==> config.mk <==
export PLATFORM = sky130hd
export DESIGN_NAME = rst_seq_gen
export DESIGN_NICKNAME = d
export VERILOG_FILES = /design/src/rtl/rst_seq_pkg.sv /design/src/rtl/rst_ack_sync.sv /design/src/rtl/rst_seq_gen.sv
export SDC_FILE = /design/constraint.sdc
export NUM_CORES = 1
export LEC_CHECK = 0
export ABC_CLOCK_PERIOD_IN_PS = 2310
export CAP_MARGIN = 30
export CORE_MARGIN = 3
export CORE_UTILIZATION = 50
export DETAILED_ROUTE_END_ITERATION = 8
export PLACE_DENSITY_LB_ADDON = 0.05
export SLEW_MARGIN = 20
export SYNTH_ARGS = -nofsm -noshare
export SYNTH_HDL_FRONTEND = slang
export SYNTH_HIERARCHICAL = 1
export SYNTH_SLANG_ARGS = --single-unit
==> constraint.sdc <==
create_clock -name clk -period 2.31 [get_ports clk]
set_input_delay 0.462 -clock clk [delete_from_list [all_inputs] [get_ports clk]]
set_output_delay 0.462 -clock clk [all_outputs]
set_load 0.02 [all_outputs]
==> src/rtl/rst_seq_pkg.sv <==
// Shared definitions for the reset sequencer: state encoding and reset-cause codes.
package rst_seq_pkg;

  typedef enum logic [1:0] {
    ASSERT  = 2'd0,
    RELEASE = 2'd1,
    GAP     = 2'd2,
    RUN     = 2'd3
  } seq_state_e;

  localparam logic [1:0] CAUSE_POR = 2'b00;
  localparam logic [1:0] CAUSE_SW  = 2'b01;
  localparam logic [1:0] CAUSE_WDT = 2'b10;

  // Cause recorded for a re-run; watchdog wins over software when both fire together.
  function automatic logic [1:0] trig_cause(input logic wdt);
    return wdt ? CAUSE_WDT : CAUSE_SW;
  endfunction

endpackage

==> src/rtl/rst_ack_sync.sv <==
// Per-bit two-flop synchronizer bringing the domain ready feedback onto clk.
module rst_ack_sync #(
  parameter int unsigned WIDTH = 2
) (
  input  logic             clk,
  input  logic             RST,
  input  logic [WIDTH-1:0] rdy_async,
  output logic [WIDTH-1:0] rdy_sync
);

  logic [WIDTH-1:0] rdy_meta;

  // Two register stages; both clear to "not ready" on master reset.
  always_ff @(posedge clk or negedge RST) begin
    if (!RST) begin
      rdy_meta <= '0;
      rdy_sync <= '0;
    end else begin
      rdy_meta <= rdy_async;
      rdy_sync <= rdy_meta;
    end
  end

endmodule

==> src/rtl/rst_seq_gen.sv <==
// Reset sequencer: holds all domain resets for a stretch, then releases domains
// in index order, each gated by its synchronized acknowledge. Re-runs on a
// software request or watchdog expiry.
// Optional ack-wait timeout enabled by defining RST_SEQ_TIMEOUT_EN.
module rst_seq_gen
  import rst_seq_pkg::*;
#(
  parameter int unsigned NUM_DOMAINS    = 2,
  parameter int unsigned STRETCH_CYCLES = 16,
  parameter int unsigned GAP_CYCLES     = 4,
  parameter int unsigned CNT_W          = 8,
  parameter int unsigned TIMEOUT_CYCLES = 255
) (
  input  logic                   clk,
  input  logic                   RST,
  input  logic                   SW_RST_REQ,
  input  logic                   WDT_EXPIRE,
  input  logic [NUM_DOMAINS-1:0] DOM_RDY,
  output logic [NUM_DOMAINS-1:0] DOM_RST_N,
  output logic                   RST_BUSY,
  output logic [1:0]             RST_CAUSE,
  output logic                   SEQ_TIMEOUT
);

  localparam int unsigned IDX_W = (NUM_DOMAINS > 1) ? $clog2(NUM_DOMAINS) : 1;

  localparam logic [CNT_W-1:0] STRETCH_LAST = CNT_W'(STRETCH_CYCLES - 1);
  localparam logic [CNT_W-1:0] GAP_LAST     = CNT_W'(GAP_CYCLES - 1);
  localparam logic [CNT_W-1:0] TO_LAST      = CNT_W'(TIMEOUT_CYCLES - 1);
  localparam logic [IDX_W-1:0] IDX_LAST     = IDX_W'(NUM_DOMAINS - 1);

`ifdef RST_SEQ_TIMEOUT_EN
  localparam bit TO_EN = 1'b1;
`else
  localparam bit TO_EN = 1'b0;
`endif

  seq_state_e             state;
  logic [CNT_W-1:0]       cnt;
  logic [IDX_W-1:0]       idx;
  logic [NUM_DOMAINS-1:0] ack_sync;
  logic                   trig;
  logic                   ack_now;
  logic                   to_hit;

  rst_ack_sync #(
    .WIDTH(NUM_DOMAINS)
  ) u_ack_sync (
    .clk      (clk),
    .RST      (RST),
    .rdy_async(DOM_RDY),
    .rdy_sync (ack_sync)
  );

  // Re-run request and ack qualification for the domain currently being released.
  assign trig    = SW_RST_REQ | WDT_EXPIRE;
  assign ack_now = ack_sync[idx];
  assign to_hit  = TO_EN && (cnt == TO_LAST);

  // Sequencer FSM with registered reset requests, busy, cause and timeout flag.
  always_ff @(posedge clk or negedge RST) begin
    if (!RST) begin
      state       <= ASSERT;
      cnt         <= '0;
      idx         <= '0;
      DOM_RST_N   <= '0;
      RST_BUSY    <= 1'b1;
      RST_CAUSE   <= CAUSE_POR;
      SEQ_TIMEOUT <= 1'b0;
    end else if (state != ASSERT && trig) begin
      state     <= ASSERT;
      cnt       <= '0;
      idx       <= '0;
      DOM_RST_N <= '0;
      RST_BUSY  <= 1'b1;
      RST_CAUSE <= trig_cause(WDT_EXPIRE);
    end else begin
      case (state)
        ASSERT: begin
          // A held request pins the stretch counter; a watchdog pulse restarts it.
          if (trig) begin
            cnt <= '0;
            if (WDT_EXPIRE) RST_CAUSE <= CAUSE_WDT;
          end else if (cnt == STRETCH_LAST) begin
            state     <= RELEASE;
            idx       <= '0;
            cnt       <= '0;
            DOM_RST_N <= NUM_DOMAINS'(1);
          end else begin
            cnt <= cnt + CNT_W'(1);
          end
        end
        RELEASE: begin
          // A timeout is treated exactly like an arriving ack, but leaves a flag.
          if (ack_now || to_hit) begin
            if (!ack_now) SEQ_TIMEOUT <= 1'b1;
            cnt <= '0;
            if (idx == IDX_LAST) begin
              state    <= RUN;
              RST_BUSY <= 1'b0;
            end else begin
              state <= GAP;
            end
          end else if (TO_EN) begin
            cnt <= cnt + CNT_W'(1);
          end
        end
        GAP: begin
          if (cnt == GAP_LAST) begin
            state     <= RELEASE;
            cnt       <= '0;
            idx       <= idx + IDX_W'(1);
            DOM_RST_N <= DOM_RST_N | (NUM_DOMAINS'(1) << (idx + IDX_W'(1)));
          end else begin
            cnt <= cnt + CNT_W'(1);
          end
        end
        default: ;
      endcase
    end
  end

endmodule

==> flow_metrics.py <==
metrics = {
    "clock_tree": {
        "h-tree-depth": 1,
        "postCtsSetupRepairBufs": 0,
        "cts_tree": "done",
        "cts_sinks": 20,
        "clk_path_buf_depth": 2,
        "clockRootBuffer": "clkbuf_4",
        "cts_buffers": 3,
        "hold_buffers": 0,
        "post_cts_resized": 0,
        "clkTransAtPathRegs_ns": 0.11,
        "clkLatencyLatePin_ns": 0.30,
    },
    "critical_path": {
        "path_cells": "or4_4 > o31ai_4 > o21ai_0 > nor2_1 > mux2i_1",
        "crit_required_ns": 2.53,
        "crit_fanout": 6,
        "start_kind": "flip-flop",
        "cp_top_family": "simple AND/OR/NAND/NOR gates",
        "crit_arrival_ns": 2.18,
        "path_buf_inv": 0,
        "slowest_delay_ns": 0.60,
        "crit_type": "reg2reg",
        "critPathCaptureType": "flip-flop",
        "crit_slowest_cell": "or4_4",
    },
    "cells_and_area": {
        "fin_util_pct": 66.7,
        "postLayoutCellArea_sq_mm": 0.00123,
        "n_antenna_cell": 0,
        "area_growth_pct": 17.5,
        "fillers": 160,
        "layout.cells.most_common": "dfrtp_1",
        "final_net_count": 132,
        "mostFrequentLayoutCells": "dfrtp_1, o21ai_0, clkdlybuf4s50_1, nor2_1, nand2_1",
        "drive_gt1_share_pct": 14.0,
    },
    "timing": {
        "rsz0062_at_grt": "no",
        "fin_crit_ns": 1.96,
        "setup_viol": 0,
        "finalMaxSlewViolations": 0,
        "hold_viol": 0,
        "finalCritPeriodShare_pct": 85.0,
        "setup_tns_ns": 0,
        "max_freq_mhz": 509,
        "skew_ns": 0.00744,
    },
    "synth": {
        "synth_warnings": 6,
        "synthDistinctLibCells": 33,
        "netlist_area_sq_mm": 0.00104,
        "seq_area_frac_synth_pct": 48.0,
        "syn_avg_cell_area_sq_um": 10.0,
        "synth_nets": 114,
        "yosys_register_bits": 20,
        "netlist_instances": 104,
    },
    "detailed_routing": {
        "vias_per_cell": 5.54,
        "ant_nets": 0,
        "wl_per_cell_microns": 13.3,
        "wl_mm": 1.95,
        "vias": 809,
        "dr.pass1.iters": 4,
        "drt_iter0_drc": 19,
        "drc": 0,
    },
    "pwr": {
        "pwr-share-clk_pct": 14.2,
        "switching_share_pct": 38.0,
        "p_int_uw": 743,
        "p_leak_nw": 0.534,
        "comb_power_share_pct": 48.3,
        "switchingPower_uw": 457,
        "p_seq_share_pct": 37.4,
        "power.density_mw_per_mm2": 978,
        "ir_worst_vdd_v": 0.000583,
    },
    "global_routing": {
        "gr-total-overflow": 0,
        "grt_max_degree": 14,
        "grt_util_all_layers_pct": 18.4,
        "grt_pass1_wl_mm": 3.71,
        "grt_pass1_vias": 856,
        "antenna_found_initial": 0,
    },
    "flow_run": {
        "cap_violations": 0,
    },
    "die": {
        "num_rows": 15,
        "core_area_sq_mm": 0.00184,
        "pin_count": 12,
        "start_util_pct": 56.8,
        "die_y_microns": 51.7,
        "die_width_microns": 51.7,
        "dieArea_sq_mm": 0.00267,
    },
    "placed_design": {
        "gp_congestion": 0.803,
        "hpwl_mm": 1.47,
        "portBuffers": 10,
        "placed_cell_area_sq_mm": 0.00120,
    },
    "worst_hold_path": {
        "hold_path_class": "reg2reg",
    },
    "status": {
        "status": "finished clean",
    },
}
cell usage after synthesis:
| master | instances | area, sq um |
|---|---|---|
| a21o_1 | 2 | 15.0 |
| a21oi_1 | 4 | 20.0 |
| a22o_1 | 3 | 26.3 |
| a22oi_1 | 1 | 7.51 |
| and2_1 | 1 | 6.26 |
| buf_2 | 1 | 5.00 |
| buf_4 | 1 | 7.51 |
| conb_1 | 1 | 3.75 |
| dfrtp_1 | 19 | 475 |
| dfstp_2 | 1 | 26.3 |
| ha_1 | 4 | 50.1 |
| inv_1 | 7 | 26.3 |
| mux2i_1 | 3 | 30.0 |
| nand2_1 | 9 | 33.8 |
| nand2b_1 | 3 | 18.8 |
| nand2b_2 | 1 | 8.76 |
| nand3_1 | 6 | 30.0 |
| nand4bb_1 | 1 | 11.3 |
| nor2_1 | 9 | 33.8 |
| nor2b_1 | 1 | 6.26 |
| o21a_1 | 1 | 7.51 |
| o21ai_0 | 10 | 50.1 |
| o21bai_1 | 1 | 7.51 |
| o221a_2 | 1 | 11.3 |
| o22ai_1 | 2 | 12.5 |
| o311ai_0 | 1 | 8.76 |
| o31ai_1 | 2 | 15.0 |
| o31ai_4 | 1 | 21.3 |
| o32ai_2 | 1 | 16.3 |
| o41ai_2 | 1 | 16.3 |
| or2_2 | 2 | 12.5 |
| or3_1 | 2 | 12.5 |
| or4_4 | 1 | 11.3 |
power by group through the flow:
stage	Combinational, mW	Sequential, mW	Clock [mW]
2_1_floorplan	0.378	0.476	0
3_3_place_gp	0.572	0.452	0
3_5_place_dp	0.577	0.456	0
4_1_cts	0.581	0.451	0.178
5_1_grt	0.643	0.461	0.193
6_report	0.580	0.449	0.171
through the flow:
step / hold WS [ns] / std cells / worst slack (ns) / power (mW)
detailed placement: 0.340 / 142 / 0.0634 / 1.03
global placement: 0.333 / 142 / 0.148 / 1.02
floorplan: 0.166 / 104 / 0.479 / 0.854
CTS: 0.366 / 146 / 0.346 / 1.21
finish: 0.363 / 146 / 0.347 / 1.20
global route: 0.380 / 146 / 0.180 / 1.30
cells by family (layout without fill, tap and decap cells):
logic type	count (synthesis)	count (layout)	share of synthesized area, %
compound gates	31	31	22.5
fa+ha+maj	4	4	4.79
buf+inv	9	26	3.71
flops	20	20	48.0
mux	3	3	2.87
other cells	1	1	0.359
simple gates	36	36	17.7
per-layer routing:
layer	routed length (microns)	up-vias	part of all wire (%)	track usage, %
li1	-	402	-	-
met1	952	383	49	24.2
met2	888	20	46	29.7
met3	71	4	3.6	3.44
met4	35	0	1.8	7.86
met5	0	-	0	0
sequential cells by signal, summed over array words and instances (netlist names):
signal               cells
cnt                      8
DOM_RST_N                2
RST_CAUSE                2
state                    2
u_ack_sync/rdy_meta      2
u_ack_sync/rdy_sync      2
RST_BUSY                 1
idx                      1
final cells by class:
cell class,instances,area [sq um],share of cell area (%)
multi-input combinational,75,504,41.1
tap,25,31.3,2.55
inverter,7,26.3,2.14
sequential,20,502,40.9
clock buffer,4,26.3,2.14
timing repair buffer,15,138,11.2
final timing paths:
| kind | start | endpoint | slack, ns | cells past startpoint |
|---|---|---|---|---|
| hold reg to reg | u_ack_sync/rdy_meta[0] | u_ack_sync/rdy_sync[0] | 0.36 | 0 |
| hold / removal | u_ack_sync/rdy_meta[0] | u_ack_sync/rdy_sync[0] | 0.36 | 0 |
| max in group asynchronous | RST | u_ack_sync/rdy_meta[1] | 1.33 | 2 |
| min in group asynchronous | RST | state[1] | 0.47 | 1 |
| setup / recovery | cnt[5] | state[0] | 0.35 | 5 |
| setup reg to reg | cnt[5] | state[0] | 0.35 | 5 |
Power figures use the tool's default switching activity.
